<file path="src/rtl/display_pkg.sv">
// display_pkg: shared widths and "all dark" constants for the display scanner
package display_pkg;
  localparam int ENCODING_WIDTH = 7;
  localparam int SEGMENT_WIDTH = 8;
  localparam int BRIGHT_W = 3;
  localparam logic [31:0] ANODE_OFF = '1;
  localparam logic [31:0] SEG_OFF = '1;
endpackage

</file>
<file path="src/rtl/display_scanner_scan_timer.sv">
// scan_timer: slot counter cnt (0..PRESCALE-1) and digit index idx with slot/frame strobes
// ports: clk, rst (active-low sync); cnt_o, idx_o; slot_start_o (cnt==0),
// frame_start_o (cnt==0 && idx==0), frame_end_o (last cycle of the frame)
module scan_timer #(
  parameter int PRESCALE = 50000,
  parameter int DISPLAY_NUM = 4,
  parameter int CW = (PRESCALE > 1) ? $clog2(PRESCALE) : 1,
  parameter int IW = (DISPLAY_NUM > 1) ? $clog2(DISPLAY_NUM) : 1
) (
  input  logic          clk,
  input  logic          rst,
  output logic [CW-1:0] cnt_o,
  output logic [IW-1:0] idx_o,
  output logic          slot_start_o,
  output logic          frame_start_o,
  output logic          frame_end_o
);
  logic [CW-1:0] cnt_q, cnt_d;
  logic [IW-1:0] idx_q, idx_d;
  logic wrap, last_idx;
  always_comb begin
    wrap = cnt_q == CW'(PRESCALE - 1);
    last_idx = idx_q == IW'(DISPLAY_NUM - 1);
    cnt_d = wrap ? '0 : cnt_q + CW'(1);
    idx_d = !wrap ? idx_q : last_idx ? '0 : idx_q + IW'(1);
  end
  always_ff @(posedge clk) begin
    if (!rst) begin
      cnt_q <= '0;
      idx_q <= '0;
    end else begin
      cnt_q <= cnt_d;
      idx_q <= idx_d;
    end
  end
  assign cnt_o = cnt_q;
  assign idx_o = idx_q;
  assign slot_start_o = cnt_q == '0;
  assign frame_start_o = slot_start_o && idx_q == '0;
  assign frame_end_o = wrap && last_idx;
endmodule

</file>
<file path="src/rtl/display_scanner.sv">
// display_scanner: time-multiplexes digit groups onto a shared 7-seg display with blanking and PWM
// ports: clk, rst (active-low sync); displays_flattened (active-low groups), enable, brightness;
// segments (active-low, registered), anodes (active-low, registered), frame_tick (frame-start pulse)
module display_scanner
  import display_pkg::*;
#(
  parameter int DISPLAY_NUM = 4,
  parameter int SEGMENT_WIDTH = display_pkg::SEGMENT_WIDTH,
  parameter int PRESCALE = 50000,
  parameter int BLANK_CYCLES = 16
) (
  input  logic                                 clk,
  input  logic                                 rst,
  input  logic [DISPLAY_NUM*SEGMENT_WIDTH-1:0] displays_flattened,
  input  logic                                 enable,
  input  logic [BRIGHT_W-1:0]                  brightness,
  output logic [SEGMENT_WIDTH-1:0]             segments,
  output logic [DISPLAY_NUM-1:0]               anodes,
  output logic                                 frame_tick
);
  localparam int STEP = (PRESCALE - BLANK_CYCLES) / 8;
  localparam int CW = (PRESCALE > 1) ? $clog2(PRESCALE) : 1;
  localparam int IW = (DISPLAY_NUM > 1) ? $clog2(DISPLAY_NUM) : 1;
  localparam int FW = DISPLAY_NUM * SEGMENT_WIDTH;
  logic [CW-1:0] cnt;
  logic [IW-1:0] idx;
  logic slot_start, frame_start, frame_end, on;
  logic [31:0] win_end;
  logic [FW-1:0] snap_q, snap_d;
  logic [BRIGHT_W-1:0] bri_q, bri_d;
  logic [SEGMENT_WIDTH-1:0] segments_q, segments_d;
  logic [DISPLAY_NUM-1:0] anodes_q, anodes_d;
  logic frame_tick_q, frame_tick_d;
  scan_timer #(
    .PRESCALE(PRESCALE),
    .DISPLAY_NUM(DISPLAY_NUM),
    .CW(CW),
    .IW(IW)
  ) u_timer (
    .clk(clk),
    .rst(rst),
    .cnt_o(cnt),
    .idx_o(idx),
    .slot_start_o(slot_start),
    .frame_start_o(frame_start),
    .frame_end_o(frame_end)
  );
  // Brightness only changes at cnt==0, so the window below is fixed for a whole slot.
  always_comb begin
    win_end = 32'(BLANK_CYCLES) + (32'(bri_q) + 32'd1) * 32'(STEP);
    on = enable && 32'(cnt) >= 32'(BLANK_CYCLES) && 32'(cnt) < win_end;
    snap_d = frame_start ? displays_flattened : snap_q;
    bri_d = slot_start ? brightness : bri_q;
    anodes_d = ANODE_OFF[DISPLAY_NUM-1:0] & ~(DISPLAY_NUM'(on) << idx);
    segments_d = snap_q[32'(idx) * SEGMENT_WIDTH +: SEGMENT_WIDTH];
    frame_tick_d = frame_end;
  end
  always_ff @(posedge clk) begin
    if (!rst) begin
      snap_q <= '1;
      bri_q <= '0;
      segments_q <= SEG_OFF[SEGMENT_WIDTH-1:0];
      anodes_q <= ANODE_OFF[DISPLAY_NUM-1:0];
      frame_tick_q <= 1'b0;
    end else begin
      snap_q <= snap_d;
      bri_q <= bri_d;
      segments_q <= segments_d;
      anodes_q <= anodes_d;
      frame_tick_q <= frame_tick_d;
    end
  end
  assign segments = segments_q;
  assign anodes = anodes_q;
  assign frame_tick = frame_tick_q;
endmodule

</file>
<file path="config.mk">
export PLATFORM = sky130hd
export DESIGN_NAME = display_scanner
export DESIGN_NICKNAME = d
export VERILOG_FILES = /design/src/rtl/display_pkg.sv /design/src/rtl/display_scanner_scan_timer.sv /design/src/rtl/display_scanner.sv
export SDC_FILE = /design/constraint.sdc
export NUM_CORES = 1
export LEC_CHECK = 0
export CORE_ASPECT_RATIO = 0.7
export CORE_MARGIN = 3
export CORE_UTILIZATION = 40
export CTS_BUF_LIST = sky130_fd_sc_hd__clkbuf_16
export CTS_CLUSTER_SIZE = 30
export DETAILED_ROUTE_END_ITERATION = 8
export RECOVER_POWER = 100
export SYNTH_ARGS = -nofsm -noshare
export SYNTH_HDL_FRONTEND = slang
export SYNTH_SLANG_ARGS = --single-unit
</file>
<file path="constraint.sdc">
create_clock -name clk -period 12.7 [get_ports clk]
set_clock_uncertainty 0.05 [all_clocks]
set_input_delay 3.175 -clock clk [delete_from_list [all_inputs] [get_ports clk]]
set_output_delay 3.175 -clock clk [all_outputs]
set_load 0.005 [all_outputs]
</file>
==> flow_metrics.py, run 1 <==
metrics = {
    "run_status": {
        "status": "finished with violations",
        "violated_checks": "capacitance limit, slew limit",
    },
    "placement": {
        "numPlacedInstances": 567,
        "port_buffers": 50,
        "dp_hpwl_um": 6180,
        "place_ws_ps": 7410,
        "gpl.final_weighted_congestion": 0.899,
        "placed_area_mm2": 0.00417,
    },
    "drt": {
        "via_count": 2976,
        "via_per_inst": 5.10,
        "drtIter0Drc": 184,
        "route.detailed.wl_per_inst_um": 14.1,
        "number_of_iterations_in_the_first_detailed_routing_pass": 4,
        "post_route_drc": 0,
        "drt_wl_total_um": 8230,
        "antenna_violating_nets_left": 0,
    },
    "logic_synthesis": {
        "ys_async_sr_fraction_pct": 0,
        "synth_adder_area_share_pct": 11.2,
        "main_combinational_cell_family_by_area_after_synthesis": "simple AND/OR/NAND/NOR gates",
        "synth-simple-area-share_pct": 26.5,
        "synth.ff_latch_count": 66,
        "postSynthAreaPerCell_um2": 8.67,
        "yosysSeqAreaShare_pct": 36.9,
        "synth_cell_types": 49,
        "synth_compound_area_share_pct": 7.51,
        "postSynthCellCount": 413,
        "synth-warning-count": 0,
        "synth-main-ff-cell": "sky130_fd_sc_hd__dfxtp_1",
        "mappedNetlistNets": 483,
        "syn_area_mm2": 0.00358,
        "xor_xnor_cell_area_share_of_the_yosys_netlist_pct": 7.76,
        "muxShareOfSynthArea_pct": 6.54,
        "synth_enable_flop_cells": 0,
    },
    "critical_path": {
        "path_class": "in2reg",
        "destination_of_the_critical_timing_path": "u_timer.cnt_o[15]$_SDFF_PP0_",
        "worstReg2RegEnd": "anodes[3]$_SDFF_PN1_",
        "cp-end-kind": "register",
        "worstSetupStartpoint": "rst",
        "critical_path.reg2reg.startpoint": "bri_q[0]$_SDFFE_PN0P_",
        "crit_path_start_kind": "primary input",
        "cp.required_ps": 12880,
        "worst_setup_slack_for_register_to_register_paths_ps": 7340,
        "worstRegToRegCells": 18,
        "critical_path_peak_fanout": 50,
        "worst-endpoint-arrival_ps": 6420,
    },
    "clocking": {
        "worst_setup_hold_path_clk_slew_ps": 50,
        "cts_tree": "built",
        "cts_buffer_depth": 2,
        "holdBufCountCts": 0,
        "clock_tree.htree_level_count": 3,
        "cts_setup_buffers": 0,
        "tritoncts_num_sinks": 66,
        "ctsRootBufferMaster": "sky130_fd_sc_hd__clkbuf_16",
        "tritoncts.num_buffers": 9,
        "clkLatencyLatePin_ps": 320,
        "post_cts_resized": 0,
    },
    "grt": {
        "grt_pass1_vias": 2805,
        "grt_antenna_before_repair": 0,
        "gr-total-overflow": 0,
        "global_route_wire_length_before_repair_um": 13600,
        "grt_start_max_net_pins": 51,
        "gr-usage-all-layers_pct": 16.9,
    },
    "timing": {
        "fin_tns_setup_ps": 0,
        "max_clock_freq_mhz": 160,
        "setup_viol_count_final": 0,
        "timing.final.hold_violations": 0,
        "max_slew_margin_pct": -39.1,
        "report.final.slew_viol_count": 51,
        "tightestPinTransition_ps": 2090,
        "grt_setup_unrepaired": "no",
        "finalWorstPathRequiredPeriod_ps": 6230,
        "period_share_pct": 49.1,
        "layout_setup_ws_ps": 6470,
    },
    "floorplanning": {
        "fp-row-count": 28,
        "die_width_um": 119,
        "die_area_mm2": 0.0101,
        "fp.dieH_um": 85.2,
        "core_area_mm2": 0.00858,
        "effective_utilization_at_floorplan_pct": 41.7,
        "io-pin-count": 51,
    },
    "final_layout": {
        "finalNonFillerCells": 583,
        "layout-drive-gt1-share_pct": 6.26,
        "antenna-diode-count": 0,
        "nFillCells": 810,
        "final_design_area_no_fill_mm2": 0.00442,
        "syn2layout_area_growth_pct": 23.5,
        "most_common_cell_after_layout_fill_and_taps_aside": "sky130_fd_sc_hd__nand2_1",
        "final_net_count": 528,
        "layout_common_cells": "sky130_fd_sc_hd__nand2_1 (84), sky130_fd_sc_hd__dfxtp_1 (66), sky130_fd_sc_hd__nand3_1 (49), sky130_fd_sc_hd__clkdlybuf4s50_1 (36), sky130_fd_sc_hd__ha_1 (32)",
    },
    "job": {
        "max_cap_violation_count": 1,
    },
    "worst_hold_path": {
        "holdCritPathClass": "reg2reg",
    },
    "power": {
        "ir_worst_vdd_mv": 0.0857,
        "power.leakage_uw": 0.00182,
        "power_per_cell_area_mw_per_mm2": 125,
    },
}
[synth_stat cells (3+ instances only)]
library cell                count  area [um2]
sky130_fd_sc_hd__a21o_1         3        22.5
sky130_fd_sc_hd__a21oi_1        8        40.0
sky130_fd_sc_hd__and3_1         6        37.5
sky130_fd_sc_hd__clkbuf_1      12        45.0
sky130_fd_sc_hd__dfxtp_1       66        1320
sky130_fd_sc_hd__ha_1          32         400
sky130_fd_sc_hd__inv_1         11        41.3
sky130_fd_sc_hd__mux2i_1        4        40.0
sky130_fd_sc_hd__mux4_2         8         180
sky130_fd_sc_hd__nand2_1       84         315
sky130_fd_sc_hd__nand2b_1       8        50.1
sky130_fd_sc_hd__nand3_1       49         245
sky130_fd_sc_hd__nand4_1        5        31.3
sky130_fd_sc_hd__nor2_1        26        97.6
sky130_fd_sc_hd__nor2b_1        4        25.0
sky130_fd_sc_hd__nor3_1         7        35.0
sky130_fd_sc_hd__nor4_1         3        18.8
sky130_fd_sc_hd__o2111ai_1      4        35.0
sky130_fd_sc_hd__o21ai_0        3        15.0
sky130_fd_sc_hd__or3_1          4        25.0
sky130_fd_sc_hd__xnor2_1       15         131
sky130_fd_sc_hd__xor2_1        13         114
[power breakdown]
| group | leakage, uW | internal, uW | total (uW) | switching, uW |
|---|---|---|---|---|
| clock network | 0.000140 | 128 | 210 | 82.4 |
| logic | 0.00113 | 51.8 | 110 | 58.5 |
| registers | 0.000544 | 224 | 234 | 9.69 |
| total | 0.00182 | 404 | 554 | 151 |
[logic make-up (layout without fill, tap and decap cells)]
family          after synthesis  count (layout)
compound gates               36              36
simple gates                205             205
fa+ha+maj                    32              32
mux                          13              13
xor+xnor                     30              30
flops                        66              66
buf+inv                      31              81
[layer usage]
layer  share of wire [%]  track usage, %  wire, um
met1                  54            25.6      4470
met2                  40            23.1      3300
met3                 4.6            5.00       382
met4                0.96            4.73        79
met5                   0               0         0
[layout make-up]
| type | instances | area, um2 | share of cell area, % |
|---|---|---|---|
| multi-input combinational | 316 | 2130 | 48.3 |
| sequential | 66 | 1320 | 29.9 |
| timing repair buffer | 52 | 512 | 11.6 |
| clock buffer | 9 | 225 | 5.09 |
| tap | 120 | 150 | 3.40 |
| inverter | 13 | 48.8 | 1.10 |
| clock inverter | 7 | 30.0 | 0.679 |
[flip-flops by register name (all words and copies together) (netlist names)]
signal / count
anodes: 4
bri_q: 3
frame_tick: 1
segments: 8
snap_q: 32
u_timer.cnt_o: 16
u_timer.idx_o: 2
[critical path, stage by stage]
cell                            delay (ps)
sky130_fd_sc_hd__dlygate4sd3_1         520
sky130_fd_sc_hd__clkbuf_1             1480
sky130_fd_sc_hd__nand2_1               900
sky130_fd_sc_hd__a21oi_1               320
[through the flow]
stage	util [%]	total power (uW)	hold WS [ps]
floorplan	-	313	385
global placement	48.6	346	396
detailed placement	48.6	348	401
CTS	51.5	561	417
global route	51.5	586	438
finish	51.5	554	414
[worst min path at each step]
| stage | from | slack, ps | end | depth (start not counted) |
|---|---|---|---|---|
| after global routing | snap_q[27]$_SDFFE_PN1P_ | 440 | snap_q[27]$_SDFFE_PN1P_ | 2 |
| final | snap_q[9]$_SDFFE_PN1P_ | 410 | snap_q[9]$_SDFFE_PN1P_ | 2 |
| after global placement | snap_q[10]$_SDFFE_PN1P_ | 400 | snap_q[10]$_SDFFE_PN1P_ | 2 |
| after floorplan | snap_q[10]$_SDFFE_PN1P_ | 390 | snap_q[10]$_SDFFE_PN1P_ | 2 |
| after detailed placement | snap_q[10]$_SDFFE_PN1P_ | 400 | snap_q[10]$_SDFFE_PN1P_ | 2 |
| after CTS | snap_q[9]$_SDFFE_PN1P_ | 420 | snap_q[9]$_SDFFE_PN1P_ | 2 |
No activity file was read; power rests on OpenSTA's default activity.
==> inputs of run 2 (changes only) <==
Clock period 12.7 ns to 5 ns, I/O delays scaled along.
==> run 2 against run 1 <==
  * The flow still finishes with violations (capacitance limit, slew limit)
  * Utilization grew 0.66 points
  * Final cell count increased by 0.86%
  * Combinational power rose to 2.6 times the previous value
  * Die area stayed put
  * First-iteration DRC count grew 38%
  * Hold slack worse by 0.66 ps
  * Routed wire length rose by 1.3%
  * Cell area up 1.3%
  * Setup slack worse by 6200 ps
  * Clock power rose to 2.6 times the previous value
  * Sequential power increased to 2.5 times the previous value
  * Critical endpoint is now anodes[2]$_SDFF_PN1_
  * Largest cell class unchanged
==> flow_metrics.py, run 2 (synthesis results as in run 1) <==
metrics = {
    "drt": {
        "via_per_inst": 5.12,
        "post_route_drc": 0,
        "number_of_iterations_in_the_first_detailed_routing_pass": 5,
        "antenna_violating_nets_left": 0,
        "drt_wl_total_um": 8340,
        "via_count": 3009,
        "route.detailed.wl_per_inst_um": 14.2,
        "drtIter0Drc": 254,
    },
    "final_layout": {
        "multi_input_comb_area_mm2": 0.00215,
        "top_register": "snap_q",
        "nFillCells": 835,
        "register_area_mm2": 0.00132,
        "layout-drive-gt1-share_pct": 8.12,
        "layout_common_cells": "sky130_fd_sc_hd__nand2_1 (84), sky130_fd_sc_hd__dfxtp_1 (64), sky130_fd_sc_hd__nand3_1 (49), sky130_fd_sc_hd__clkdlybuf4s50_1 (36), sky130_fd_sc_hd__ha_1 (31)",
        "most_common_cell_after_layout_fill_and_taps_aside": "sky130_fd_sc_hd__nand2_1",
        "largest_reg_flops": 32,
        "final_net_count": 533,
        "final_core_utilization_pct": 52.2,
        "antenna-diode-count": 0,
        "syn2layout_area_growth_pct": 25.1,
    },
    "critical_path": {
        "cp.required_ps": 5110,
        "path_class": "reg2reg",
        "critical_path_peak_fanout": 5,
        "path_delay_family": "compound AO/OA/AOI/OAI gates",
        "timing.critical_path.slowest_cell_delay_ps": 410,
        "cp-end-kind": "register",
        "slowest_stage": "sky130_fd_sc_hd__a2111o_1",
        "crit_path_start_kind": "register",
        "sum_of_buffers_and_inverters_on_the_critical_path": 0,
        "worst-endpoint-arrival_ps": 4810,
        "path_cells": "ha_1, xor2_2, ha_1, ha_1, ha_1, and3_1, a311o_2, xnor2_2, a2111o_1, xnor2_1, ha_1, a21oi_1, nand2_1, a221oi_2, o21ai_1, a21o_1, a21oi_2, o2111ai_1",
        "critical_path_most_common_cell": "sky130_fd_sc_hd__ha_1",
    },
    "timing": {
        "tightestPinTransition_ps": 1980,
        "setup_viol_count_final": 0,
        "fin_tns_setup_ps": 0,
        "finalWorstPathRequiredPeriod_ps": 4700,
        "timing.final.hold_violations": 0,
        "layout_setup_ws_ps": 304,
        "period_share_pct": 93.9,
        "report.final.slew_viol_count": 33,
        "max_clock_freq_mhz": 213,
        "max_slew_margin_pct": -32.3,
        "whs_ps": 413,
    },
    "clocking": {
        "ctsRootBufferMaster": "sky130_fd_sc_hd__clkbuf_16",
        "worst_setup_hold_path_clk_slew_ps": 50,
        "tritoncts_num_sinks": 66,
        "clkLatencyLatePin_ps": 330,
        "cts_tree": "built",
        "cts_setup_buffers": 0,
        "cts_buffer_depth": 2,
        "clock_tree.htree_level_count": 3,
        "tritoncts.num_buffers": 9,
        "holdBufCountCts": 0,
    },
    "grt": {
        "grt_pass1_vias": 2866,
        "gr-total-overflow": 0,
        "global_route_wire_length_before_repair_um": 14100,
        "grt_antenna_before_repair": 0,
        "gr-usage-all-layers_pct": 17.3,
        "grt_start_max_net_pins": 33,
    },
    "floorplanning": {
        "effective_utilization_at_floorplan_pct": 41.7,
        "core_area_mm2": 0.00858,
        "fp-row-count": 28,
        "die_width_um": 119,
        "io-pin-count": 51,
        "die_area_mm2": 0.0101,
        "fp.dieH_um": 85.2,
    },
    "placement": {
        "gpl.final_weighted_congestion": 0.869,
        "port_buffers": 50,
        "place_ws_ps": 102,
        "dp_hpwl_um": 6330,
    },
    "power": {
        "power.leakage_uw": 0.00183,
        "power.total_uw": 1420,
        "ir_worst_vdd_mv": 0.204,
        "power_per_cell_area_mw_per_mm2": 318,
    },
    "worst_hold_path": {
        "holdCritPathClass": "reg2reg",
    },
    "job": {
        "max_cap_violation_count": 1,
    },
    "run_status": {
        "status": "finished with violations",
        "violated_checks": "capacitance limit, slew limit",
    },
}
==> run 2: path summary, 6_finish.rpt <==
kind	start	to	slack (ps)	cells past startpoint
max reg2reg	bri_q[1]$_SDFFE_PN0P_	anodes[2]$_SDFF_PN1_	300	18
min reg2reg	snap_q[6]$_SDFFE_PN1P_	snap_q[6]$_SDFFE_PN1P_	410	2
min	snap_q[6]$_SDFFE_PN1P_	snap_q[6]$_SDFFE_PN1P_	410	2
max	bri_q[1]$_SDFFE_PN0P_	anodes[2]$_SDFF_PN1_	300	18
==> run 2: timing repair <==
action / 4_1_cts / 5_1_grt
setup endpoints to repair: 0 / 4
endpoints found under the hold margin: 0 / 0
gates resized for setup: 0 / 8
==> run 2: layer usage <==
layer | track usage, % | up-vias | share of wire, %
met3 | 4.93 | 9 | 5.0
met2 | 23.8 | 64 | 40
li1 | - | 1540 | -
met1 | 26.1 | 1396 | 54
met5 | 0 | - | 0
met4 | 4.73 | 0 | 1.1
==> run 2: through the flow <==
step	std cells	cell area (um2)
2_1_floorplan	413	3580
3_3_place_gp	572	4210
3_5_place_dp	572	4210
4_1_cts	588	4460
5_1_grt	588	4480
6_report	588	4480
==> run 2: layout make-up <==
class                           count  share of cell area (%)
Clock buffer                        9                    5.03
Tap cell                          120                    3.35
Inverter                           13                    1.09
Timing Repair Buffer               57                    12.2
Sequential cell                    66                    29.6
Clock inverter                      7                   0.643
Multi-Input combinational cell    316                    48.1
==> run 2: power breakdown <==
| group | switching (uW) | internal, uW | total [uW] |
|---|---|---|---|
| combinational | 153 | 137 | 290 |
| sequential | 23.3 | 569 | 592 |
| clock | 217 | 324 | 540 |
| total | 393 | 1030 | 1420 |
==> run 2: worst reg2reg max path, cell delays in order, from the launching register on <==
cell                        delay, ps
sky130_fd_sc_hd__dfxtp_2          360
sky130_fd_sc_hd__ha_1             190
sky130_fd_sc_hd__xor2_2           240
sky130_fd_sc_hd__ha_1             290
sky130_fd_sc_hd__ha_1             310
sky130_fd_sc_hd__ha_1             350
sky130_fd_sc_hd__and3_1           160
sky130_fd_sc_hd__a311o_2          380
sky130_fd_sc_hd__xnor2_2          170
sky130_fd_sc_hd__a2111o_1         410
sky130_fd_sc_hd__xnor2_1          150
sky130_fd_sc_hd__ha_1             310
sky130_fd_sc_hd__a21oi_1          150
sky130_fd_sc_hd__nand2_1           80
sky130_fd_sc_hd__a221oi_2         260
sky130_fd_sc_hd__o21ai_1           90
sky130_fd_sc_hd__a21o_1           190
sky130_fd_sc_hd__a21oi_2          210
sky130_fd_sc_hd__o2111ai_1        160
==> inputs of run 3 (changes only) <==
Settings changed: GPL_ROUTABILITY_DRIVEN from default to 0.
==> results of run 3 <==
No change in the layout: final DEF, timing and power equal those of run 2.
